File: config.mk
export PLATFORM = sky130hd
export DESIGN_NAME = pwm_sched_flat
export DESIGN_NICKNAME = d
export VERILOG_FILES = /design/src/rtl/pwm_sched_if.sv /design/src/rtl/pwm_sched.sv /design/src/flat_wrapper.sv
export SDC_FILE = /design/constraint.sdc
export NUM_CORES = 1
export LEC_CHECK = 0
export CAP_MARGIN = 20
export CORE_ASPECT_RATIO = 0.5
export CORE_MARGIN = 10
export CORE_UTILIZATION = 45
export CTS_CLUSTER_SIZE = 16
export DETAILED_ROUTE_END_ITERATION = 16
export PLACE_DENSITY = 0.68
export SYNTH_ARGS = -nofsm -noshare
export SYNTH_HDL_FRONTEND = slang
export SYNTH_SLANG_ARGS = --single-unit
File: constraint.sdc
create_clock -name ck -period 6.9 [get_ports ck]
set_input_delay 1.38 -clock ck [delete_from_list [all_inputs] [get_ports ck]]
set_output_delay 1.38 -clock ck [all_outputs]
set_load 0.02 [all_outputs]
File: src/rtl/pwm_sched_if.sv
// Write channel into the PWM scheduler: a held request carrying a new
// period/duty pair, answered by a one-cycle acknowledge once the shadow
// registers have taken the values.
interface pwm_sched_if #(
    parameter int WIDTH = 8
);
    logic             wr_req;
    logic [WIDTH-1:0] wr_period;
    logic [WIDTH-1:0] wr_duty;
    logic             wr_ack;

    // Requester side (control/register logic)
    modport master (
        output wr_req,
        output wr_period,
        output wr_duty,
        input  wr_ack
    );

    // Scheduler side
    modport slave (
        input  wr_req,
        input  wr_period,
        input  wr_duty,
        output wr_ack
    );
endinterface

File: src/rtl/pwm_sched.sv
// Single-channel PWM scheduler.
// Owns the period counter, the active and shadow period/duty registers and the
// IDLE/RUN/STOP sequencing. New settings land in the shadow registers through
// the write channel and are moved into the active set only when idle or at a
// period boundary, so no period is ever cut short or built from mixed settings.
// All outputs are registers, computed from the next-state values so that each
// output describes the cycle that the counter is currently in.
module pwm_sched #(
    parameter int WIDTH = 8
) (
    input  logic             ck,
    input  logic             rst_n,
    input  logic             en,
    pwm_sched_if.slave       wr,
    output logic             pwm,
    output logic [WIDTH-1:0] cnt,
    output logic             period_end,
    output logic             pending,
    output logic [1:0]       state
);

    typedef enum logic [1:0] {
        ST_IDLE = 2'b00,
        ST_RUN  = 2'b01,
        ST_STOP = 2'b10
    } state_t;

    state_t           state_r;
    state_t           state_nxt_s;

    logic [WIDTH-1:0] per_a_r;
    logic [WIDTH-1:0] duty_a_r;
    logic [WIDTH-1:0] per_s_r;
    logic [WIDTH-1:0] duty_s_r;
    logic             pend_r;
    logic [WIDTH-1:0] cnt_r;
    logic             pwm_r;
    logic             period_end_r;
    logic             wr_ack_r;

    logic [WIDTH-1:0] per_a_nxt_s;
    logic [WIDTH-1:0] duty_a_nxt_s;
    logic [WIDTH-1:0] per_s_nxt_s;
    logic [WIDTH-1:0] duty_s_nxt_s;
    logic             pend_nxt_s;
    logic [WIDTH-1:0] cnt_nxt_s;
    logic             pwm_nxt_s;
    logic             period_end_nxt_s;
    logic             capture_s;
    logic             boundary_s;
    logic             load_s;
    logic             run_nxt_s;

    localparam logic [WIDTH-1:0] ZERO_W = {WIDTH{1'b0}};
    localparam logic [WIDTH-1:0] ONE_W  = {{(WIDTH-1){1'b0}}, 1'b1};

    // Settings transfer, next counter value, next FSM state and next outputs
    always_comb begin
        per_a_nxt_s      = per_a_r;
        duty_a_nxt_s     = duty_a_r;
        per_s_nxt_s      = per_s_r;
        duty_s_nxt_s     = duty_s_r;
        pend_nxt_s       = pend_r;
        cnt_nxt_s        = cnt_r;
        state_nxt_s      = state_r;
        run_nxt_s        = 1'b0;
        pwm_nxt_s        = 1'b0;
        period_end_nxt_s = 1'b0;

        // A held request is taken only while the shadow is free; this is what
        // stops one long request from being captured twice.
        capture_s  = wr.wr_req && !pend_r;
        boundary_s = (state_r != ST_IDLE) && (cnt_r == per_a_r);
        load_s     = pend_r && ((state_r == ST_IDLE) || boundary_s);

        // Load and capture are mutually exclusive: one needs pend set, the
        // other needs it clear. A capture on a boundary edge therefore waits
        // for the following boundary.
        if (load_s) begin
            per_a_nxt_s  = per_s_r;
            duty_a_nxt_s = duty_s_r;
            pend_nxt_s   = 1'b0;
        end else if (capture_s) begin
            per_s_nxt_s  = wr.wr_period;
            duty_s_nxt_s = wr.wr_duty;
            pend_nxt_s   = 1'b1;
        end else begin
            pend_nxt_s   = pend_r;
        end

        case (state_r)
            ST_IDLE: begin
                cnt_nxt_s = ZERO_W;
                // Decide on the period that is in force after any load on
                // this edge; a zero period never starts.
                if (en && (per_a_nxt_s != ZERO_W)) begin
                    state_nxt_s = ST_RUN;
                end else begin
                    state_nxt_s = ST_IDLE;
                end
            end
            ST_RUN, ST_STOP: begin
                if (boundary_s) begin
                    cnt_nxt_s = ZERO_W;
                    if (en && (per_a_nxt_s != ZERO_W)) begin
                        state_nxt_s = ST_RUN;
                    end else begin
                        state_nxt_s = ST_IDLE;
                    end
                end else begin
                    cnt_nxt_s = cnt_r + ONE_W;
                    if (en) begin
                        state_nxt_s = ST_RUN;
                    end else begin
                        state_nxt_s = ST_STOP;
                    end
                end
            end
            default: begin
                cnt_nxt_s   = ZERO_W;
                state_nxt_s = ST_IDLE;
            end
        endcase

        run_nxt_s        = (state_nxt_s != ST_IDLE);
        pwm_nxt_s        = run_nxt_s && (cnt_nxt_s < duty_a_nxt_s);
        period_end_nxt_s = run_nxt_s && (cnt_nxt_s == per_a_nxt_s);
    end

    // FSM state register
    always_ff @(posedge ck or negedge rst_n) begin
        if (!rst_n) begin
            state_r <= ST_IDLE;
        end else begin
            state_r <= state_nxt_s;
        end
    end

    // Active/shadow settings, pending flag and period counter
    always_ff @(posedge ck or negedge rst_n) begin
        if (!rst_n) begin
            per_a_r  <= ZERO_W;
            duty_a_r <= ZERO_W;
            per_s_r  <= ZERO_W;
            duty_s_r <= ZERO_W;
            pend_r   <= 1'b0;
            cnt_r    <= ZERO_W;
        end else begin
            per_a_r  <= per_a_nxt_s;
            duty_a_r <= duty_a_nxt_s;
            per_s_r  <= per_s_nxt_s;
            duty_s_r <= duty_s_nxt_s;
            pend_r   <= pend_nxt_s;
            cnt_r    <= cnt_nxt_s;
        end
    end

    // Registered outputs describing the cycle the counter is now in
    always_ff @(posedge ck or negedge rst_n) begin
        if (!rst_n) begin
            pwm_r        <= 1'b0;
            period_end_r <= 1'b0;
            wr_ack_r     <= 1'b0;
        end else begin
            pwm_r        <= pwm_nxt_s;
            period_end_r <= period_end_nxt_s;
            wr_ack_r     <= capture_s;
        end
    end

    assign pwm        = pwm_r;
    assign cnt        = cnt_r;
    assign period_end = period_end_r;
    assign pending    = pend_r;
    assign state      = state_r;
    assign wr.wr_ack  = wr_ack_r;

endmodule

File: src/flat_wrapper.sv
// flat-port wrapper written by rule: the top's interface ports become plain ports
module pwm_sched_flat 
#(
    parameter int WIDTH = 8
)
  (ck, rst_n, en, pwm, cnt, period_end, pending, state, wr_wr_req, wr_wr_period, wr_wr_duty, wr_wr_ack);
  pwm_sched_if #(.WIDTH(WIDTH)) wr_i ();
  input  logic ck;
  input  logic rst_n;
  input  logic en;
  output logic pwm;
  output logic [WIDTH-1:0] cnt;
  output logic period_end;
  output logic pending;
  output logic [1:0] state;
  input wire logic [$bits(wr_i.wr_req)-1:0] wr_wr_req;
  input wire logic [$bits(wr_i.wr_period)-1:0] wr_wr_period;
  input wire logic [$bits(wr_i.wr_duty)-1:0] wr_wr_duty;
  output wire logic [$bits(wr_i.wr_ack)-1:0] wr_wr_ack;
  assign wr_i.wr_req = wr_wr_req;
  assign wr_i.wr_period = wr_wr_period;
  assign wr_i.wr_duty = wr_wr_duty;
  assign wr_wr_ack = wr_i.wr_ack;
  pwm_sched #(.WIDTH(WIDTH)) u_core (.ck(ck), .rst_n(rst_n), .en(en), .wr(wr_i), .pwm(pwm), .cnt(cnt), .period_end(period_end), .pending(pending), .state(state));
endmodule
# Word-level counts from Yosys, hierarchy flattened
# Index checks and enable logic that the tools add are counted.
[totals]
regBits = 46
input_bits = 20
out_inout_bits = 14
word_cells = 42
[op_classes]
n_addsub = 1
order_cmp = 1
eq_ne = 4
mux = 10
n_bitwise = 1
n_reduce_logical = 15
[op_table]
columns = ["cell", "count"]
rows = [
  ["8-bit two-way mux", 4],
  ["8-bit == test", 2],
  ["8-bit by 1-bit adder with 8-bit output, second input constant", 1],
  ["8-bit < comparator", 1],
  ["8-bit nonzero test", 1],
  ["1-bit logical AND", 6],
  ["2-bit nonzero test", 3],
  ["2-bit two-way mux", 2],
  ["2-bit case mux with 2 select lines", 1],
  ["1-bit two-way mux", 3],
  ["2-bit by 1-bit == test with 1-bit output, second input constant", 1],
  ["2-bit == test, second input constant", 1],
  ["2-bit zero test", 1],
  ["2-bit AND reduction", 1],
  ["2-bit OR reduction", 1],
  ["1-bit zero test", 1],
  ["1-bit logical OR", 1],
  ["1-bit inverter", 1],
]

# Longest topological paths before layout
# Gate-level depths: netlist of run 1.
[depth]
word_depth = 12
mapped_depth = 12
mapped_depth_nobuf = 10

# Worst setup path after synthesis of run 1
# OpenSTA, ideal clock, no wires.
[synth_path]
path_kind = "reg2reg"
start = "register u_core.cnt_r[0], in the netlist u_core.cnt[0]"
end = "register u_core.pwm_r, in the netlist u_core.pwm"
setup_ps = 111
arrival_time_ps = 2519
t_required_ps = 6789
setup_slack_ps = 4269
stages_incl_launch_ff = 12
n_path_buf = 2
synth_period_minus_slack_ps = 2631
cell_sequence = "dfrtp_1 -> xnor2_1 -> and4_1 -> buf_6 -> a21o_1 -> buf_6 -> nand2_8 -> mux2i_1 -> ha_1 -> a211oi_1 -> o21ai_1 -> a2111oi_2"
[synth_between]
elab_chain_cells = 12
word_cells_on_any_way = 17
cone_classes = "add/sub (1); order compare (1); eq/ne (1); mux (7); reduce/logical (7)"
[synth_rtl]
columns = ["element", "line_no", "source"]
rows = [
  ["start, declared", "pwm_sched.sv:36", "logic [WIDTH-1:0] cnt_r;"],
  ["start signal, assigned", "pwm_sched.sv:154", "cnt_r <= cnt_nxt_s;"],
  ["parallel branches: the longest is 11 deep, another holds 8-bit by 1-bit adder with 8-bit output", "n/a", ""],
  ["1-bit logical AND (*)", "pwm_sched.sv:126", "pwm_nxt_s = run_nxt_s && (cnt_nxt_s < duty_a_nxt_s);"],
  ["named net u_core.pwm_nxt_s", "pwm_sched.sv:47", "logic pwm_nxt_s;"],
  ["end signal, assigned", "pwm_sched.sv:165", "pwm_r <= pwm_nxt_s;"],
  ["end, declared", "pwm_sched.sv:37", "logic pwm_r;"],
]
# Mark *: on every way through the listed nets, which the timed path passes.
# A chain may end at the register's enable or synchronous reset.

# Worst setup path after layout of run 1
[layout_path]
start = "register u_core.cnt_r[0], in the netlist u_core.cnt[0]"
end = "register u_core.pwm_r, in the netlist u_core.pwm"
[layout_between]
word_cells_on_any_way = 17
cone_classes = "add/sub (1); order compare (1); eq/ne (1); mux (7); reduce/logical (7)"
[layout_lines]
columns = ["element", "line_no", "source"]
rows = [
  ["parallel branches: the longest is 2 deep, another holds 8-bit by 1-bit adder with 8-bit output", "n/a", ""],
  ["8-bit two-way mux (*)", "pwm_sched.sv:103", "if (boundary_s) begin"],
  ["8-bit two-way mux (*)", "pwm_sched.sv:91", "case (state_r)"],
  ["named net u_core.cnt_nxt_s[3]", "pwm_sched.sv:46", "logic [WIDTH-1:0] cnt_nxt_s;"],
  ["8-bit < comparator (*)", "pwm_sched.sv:126", ""],
  ["1-bit logical AND (*)", "pwm_sched.sv:126", ""],
  ["named net u_core.pwm_nxt_s", "pwm_sched.sv:47", ""],
]
# Marks and branches as above.

==> results.yml, run 1 <==
route:
  num_vias: 1804
  routedWlPerCell_um: 16.74
  drcViolationCount: 0
  via_per_inst: 5.551
  drt-total-wl_um: 5439
  drtIter0Drc: 157
  first_pass_iters: 4
  postRouteAntennaNets: 0
finish:
  syn2layout_area_growth_pct: 19.80
  utilization_pct: 57.72
  seq_area_um2: 1151
  n_fill_cell: 442
  design_area_um2: 2938
  final_layout_size_suffix_gt1_share_pct: 13.73
  n_antenna_cell: 0
  multi_input_area_um2: 1184
  nets: 284
floorplan:
  die_area_um2: 8982
  die_h_um: 72.20
  ios: 34
  die_w_um: 124.4
  initial_core_util_pct: 48.18
  fp.coreArea_um2: 5090
  std_cell_rows: 18
run_status:
  status: "finished clean"
timing:
  tightest_slew_ns: 0.9412
  fmax_mhz: 312.9
  drv_slew: 0
  setup-tns-final_ns: 0
  setup_viol: 0
  final.setup_skew_ns: 0.007177
  rsz0062_at_grt: "false"
  finalCriticalPeriod_ns: 3.196
  slew_headroom_pct: 36.88
  finalCritPeriodShare_pct: 46.32
  hold_viol: 0
logic_synthesis:
  synth.most_common_cell: "dfrtp_1"
  yosys-top-cells-area: "dfrtp_1 (47%), mux2_2 (7.8%), ha_1 (5.1%), xnor2_1 (4.6%), mux2i_1 (3.3%)"
  synth_top_area_share_pct: 46.94
  syn_avg_cell_area_um2: 11.15
  synth_top_area_cell: "dfrtp_1"
  synth_fp_nets: 250
  ys_top_cells_by_count: "dfrtp_1 (46), mux2_2 (17), inv_1 (15)"
  ys.flop_type: "dfrtp_1"
  yosysUniqueCellTypes: 44
  synthArstFlopShare_pct: 100.0
  netlist_instances: 220
  syn_area_um2: 2452
  yosysSeqAreaShare_pct: 46.94
  synth_edf_count: 0
  yosys_register_bits: 46
  yosysWarnings: 0
place:
  post-dp-hpwl_um: 4218
  portBuffers: 33
  place.gp.congestion: 0.8644
  post_dp_cell_area_um2: 2811
flow_run:
  drv_cap: 0
clocking:
  clk_pin_slew_ns: 0.08
  post_cts_buffers: 0
  cts_max_level: 2
  holdBufCountCts: 0
  clock_latency_ns: 0.30
  clock_path_buffers: 2
  cts_tree: "yes"
  cts.sinks: 46
  cts_buffers: 5
  cts_resized: 0
  cts_root_buf: "clkbuf_8"
global_route:
  grtUsageMet2_pct: 19.71
  grt-busiest-layer: "met2"
  grt_pass1_wl_um: 9287
  track_usage_pct: 12.50
  grt-ovfl-total: 0
  grt_use_met1_pct: 16.39
  grt_pass1_vias: 1837
  antenna_found_initial: 0
  grt_use_met3_pct: 2.973
  grt_max_degree: 47
power_and_ir_drop:
  p_leak_nw: 1.288
  power.density_nw_per_um2: 463.6
  total_power_mw: 1.362
  ir_drop_uv: 183.1
setup_path:
  startpoint_type: "flip-flop"
  cp_top_family: "compound AO/OA/AOI/OAI gates"
  cp-end-kind: "flip-flop"
  required_ns: 7.08
  path_max_fanout: 13
  r2r_slack_ns: 3.70
  cp_num_buf_inv: 0
  path_class: "flip-flop to flip-flop"
  max_stage_delay_ns: 0.85
  cpMaxStageDelayCell: "o31ai_2"
  worstPathCellList: "xnor2_1 > nand4_1 > o31ai_2 > nor2_1 > ha_1 > a211oi_1 > o21ai_1 > a2111oi_2"
  cp.arrival_ns: 3.38
hold_path:
  hold_path_class: "flip-flop to flip-flop"
-- report_power, final --
group	internal [mW]	total [mW]	switching, mW	leakage [nW]
combinational	0.299	0.671	0.372	0.672
clock	0.108	0.200	0.0914	0.0524
sequential	0.387	0.492	0.105	0.563
total	0.794	1.36	0.568	1.29
-- metrics by stage --
stage / setup slack, ns / std cells / hold WS [ns]
5_1_grt: 3.309 / 325 / 0.5352
3_5_place_dp: 3.796 / 316 / 0.4912
3_3_place_gp: 3.949 / 316 / 0.4758
2_1_floorplan: 4.269 / 220 / 0.4565
6_report: 3.704 / 325 / 0.4973
4_1_cts: 3.728 / 324 / 0.5099
-- worst paths after layout --
check | end | cells after the start | startpoint
worst min-delay path | u_core.duty_a_r[6] | 2 | u_core.duty_a_r[6]
min in group asynchronous | u_core.per_s_r[7] | 1 | rst_n
max in group asynchronous | u_core.cnt[3] | 2 | rst_n
worst max register to register | u_core.pwm | 8 | u_core.cnt[0]
worst min register to register | u_core.duty_a_r[6] | 2 | u_core.duty_a_r[6]
worst max-delay path | u_core.pwm | 8 | u_core.cnt[0]
-- worst register-to-register path, cell delays in order (launching register included) --
cell and delay [ns]:
dfrtp_1 0.48, xnor2_1 0.20, nand4_1 0.23, o31ai_2 0.85, nor2_1 0.22, ha_1 0.34, a211oi_1 0.24, o21ai_1 0.12
a2111oi_2 0.39
-- metal layers --
layer | part of all wire, % | wire length [um]
met1 | 47 | 2574
met5 | 0 | 0
met2 | 46 | 2481
met3 | 6.1 | 332
met4 | 0.94 | 51
-- cell usage in the layout, fill, tap and decap left out, types with 3 or more instances in the layout --
| cell type | n |
|---|---|
| mux2_2 | 17 |
| nand2_1 | 7 |
| mux2i_1 | 8 |
| and3_1 | 3 |
| nor2_1 | 7 |
| a22oi_1 | 3 |
| nor2b_1 | 5 |
| xnor2_1 | 13 |
| o21ai_1 | 3 |
| nand4_1 | 6 |
| clkbuf_8 | 5 |
| xor2_1 | 5 |
| nand3_1 | 14 |
| ha_1 | 10 |
| nor4_1 | 4 |
| a21o_1 | 3 |
| o21ai_0 | 9 |
| a21oi_1 | 7 |
| clkdlybuf4s50_1 | 32 |
| nor3_1 | 3 |
| inv_1 | 15 |
| dfrtp_1 | 46 |
-- cell type report --
type,count,share of cell area [%]
Sequential cell,46,39.18
Clock inverter,1,1.022
Clock buffer,7,2.598
Multi-Input combinational cell,151,40.29
Inverter,15,1.917
Tap cell,70,2.981
Timing Repair Buffer,35,12.01
-- registers in the layout (all words and copies together), names as in the netlist --
signal,flops
u_core.cnt,8
u_core.pwm,1
u_core.per_s_r,8
u_core.wr.wr_ack,1
u_core.pending,1
u_core.per_a_r,8
u_core.period_end,1
u_core.duty_s_r,8
u_core.state,2
u_core.duty_a_r,8
-- kinds of logic (layout without fill, tap and decap cells) --
kind of cell             count (synthesis)  count (layout)  synth area share [%]
adder cells (fa/ha/maj)                 10              10                 5.102
buffers and inverters                   23              58                 4.795
AO/OA/AOI/OAI                           36              36                 10.41
flip-flops                              46              46                 46.94
XOR/XNOR                                18              18                 6.429
multiplexers                            25              25                 11.07
AND/OR/NAND/NOR                         62              62                 15.26
Note: power is estimated with default switching activity, not from simulation.
==> inputs of run 2 (changes only) <==
==> constraint.sdc (replaced) <==
create_clock -name ck -period 3.15 [get_ports ck]
set_input_delay 0.63 -clock ck [delete_from_list [all_inputs] [get_ports ck]]
set_output_delay 0.63 -clock ck [all_outputs]
set_load 0.02 [all_outputs]
==> run 2 against run 1 <==
Compared with the run above:
- utilization rose by 0.15 points
- fmax grew 12%
- non-clock buffer count rose by 3
- first-iteration DRC count shrank 14%
- register-to-register slack got worse by 3.4 ns
- design area grew 0.26%
- critical endpoint unchanged
- worst hold slack got worse by 0.37 ns
- flip-flop and latch count did not move
- clock-buffer cell count shrank 2
- via count is 1.6% lower
- combinational power rose by 130%
==> results.yml, run 2 (synthesis results as in run 1) <==
power_and_ir_drop:
  ir_drop_uv: 342.0
  power.density_nw_per_um2: 1008
  p_leak_nw: 1.297
setup_path:
  r2r_slack_ns: 0.30
  endpoint: "u_core.pwm"
  r2r-end: "u_core.pwm"
  cpMaxStageDelayCell: "dfrtp_1"
  startpoint_type: "flip-flop"
  required_ns: 3.34
  max_stage_delay_ns: 0.48
  path_class: "flip-flop to flip-flop"
  crit_top_cell: "buf_4"
  worstPathCellList: "xnor2_1 > nand4_1 > o31ai_2 > buf_4 > buf_4 > nor2_1 > ha_1 > a211oi_1 > o21ai_1 > a2111oi_2"
  reg2reg_depth: 10
  cp-end-kind: "flip-flop"
  crit_start: "u_core.cnt[0]"
  path_max_fanout: 9
  cp.arrival_ns: 3.04
  r2r_start: "u_core.cnt[0]"
clocking:
  cts_max_level: 2
  cts_root_buf: "clkbuf_8"
  clk_pin_slew_ns: 0.09
  clock_latency_ns: 0.31
  clock_path_buffers: 2
  cts_tree: "yes"
  holdBufCountCts: 0
  cts.sinks: 46
  cts_buffers: 5
  post_cts_buffers: 0
timing:
  drv_slew: 0
  setup-tns-final_ns: 0
  layout_setup_ws_ns: 0.3006
  fin_hold_ws_ns: 0.1253
  final.setup_skew_ns: 0.007110
  finalCriticalPeriod_ns: 2.849
  setup_viol: 0
  tightest_slew_ns: 0.4449
  rsz0062_at_grt: "false"
  slew_headroom_pct: 70.34
  finalCritPeriodShare_pct: 90.46
  fmax_mhz: 351.0
  hold_viol: 0
floorplan:
  fp.coreArea_um2: 5090
  die_h_um: 72.20
  std_cell_rows: 18
  initial_core_util_pct: 48.18
  ios: 34
  die_w_um: 124.4
  die_area_um2: 8982
finish:
  seq_area_um2: 1151
  final_layout_size_suffix_gt1_share_pct: 16.67
  layoutNonFillerInstCount: 328
  design_area_um2: 2945
  n_antenna_cell: 0
  nets: 287
  final_cell_mix: "dfrtp_1 (46), clkdlybuf4s50_1 (32), mux2_2 (17)"
  n_fill_cell: 443
  multi_input_area_um2: 1187
  layout_commonest_cell: "dfrtp_1"
  syn2layout_area_growth_pct: 20.10
route:
  drcViolationCount: 0
  first_pass_iters: 4
  routedWlPerCell_um: 16.55
  met3WireLength_um: 206
  drtIter0Drc: 135
  postRouteAntennaNets: 0
  top_layer: "met4"
  num_vias: 1776
  wl_met2_um: 2393
  via_per_inst: 5.415
  wl_met1_um: 2757
  drt-total-wl_um: 5430
global_route:
  antenna_found_initial: 0
  grt-ovfl-total: 0
  grt_max_degree: 47
  grt_pass1_vias: 1811
  track_usage_pct: 12.24
  grt_pass1_wl_um: 9052
hold_path:
  hold_path_class: "primary input to asynchronous set/reset pin"
place:
  dp_cells: 319
  post-dp-hpwl_um: 4220
  post_dp_cell_area_um2: 2834
  portBuffers: 33
  place.gp.congestion: 0.8560
  preCtsSetupSlack_ns: 0.2294
flow_run:
  drv_cap: 0
run_status:
  status: "finished clean"
==> run 2: per-layer routing <==
layer | track usage (%) | vias up
li1 | - | 858
met1 | 16.68 | 870
met2 | 18.60 | 41
met3 | 2.466 | 7
met4 | 5.006 | 0
met5 | 0 | -
==> run 2: final cells by class <==
| cell class | count | share of cell area, % |
|---|---|---|
| well taps | 70 | 2.974 |
| inverters | 15 | 1.912 |
| multi-input cells | 151 | 40.31 |
| repair buffers | 38 | 12.74 |
| clock inverters | 3 | 0.6372 |
| clock buffers | 5 | 2.336 |
| flip-flops and latches | 46 | 39.08 |
==> run 2: power breakdown <==
group          switching, mW  internal (mW)
combinational          0.843          0.698
clock                  0.211          0.156
sequential             0.211          0.848
==> run 2: stage by stage <==
stage                     power (mW)  util, %
after floorplan                2.201        -
after global placement         2.557    55.68
after detailed placement       2.601    55.68
after CTS                      2.975    57.40
after global routing           3.194    57.87
final                          2.968    57.87
==> run 2: worst min-delay path by stage <==
stage                              end  slack, ns  depth (start not counted)
floorplan                u_core.cnt[0]       0.33                          0
global placement    u_core.duty_a_r[3]       0.48                          2
detailed placement  u_core.duty_a_r[7]       0.48                          2
CTS                 u_core.duty_a_r[7]       0.50                          2
global route          u_core.wr.wr_ack       0.11                          1
finish                u_core.wr.wr_ack       0.13                          1
==> run 2: critical path, delay by kind of cell (launching register included) <==
kind / cells / cell delay, ns
AO/OA/AOI/OAI: 4 / 1.11
XOR/XNOR: 1 / 0.22
adder cells (fa/ha/maj): 1 / 0.24
buffers and inverters: 2 / 0.35
flip-flops: 1 / 0.48
AND/OR/NAND/NOR: 2 / 0.33
==> run 2: what timing repair did <==
item / in CTS / in global routing
endpoints found under the setup margin: 0 / 1
hold endpoints to repair: 0 / 0
gates resized for setup: 0 / 3
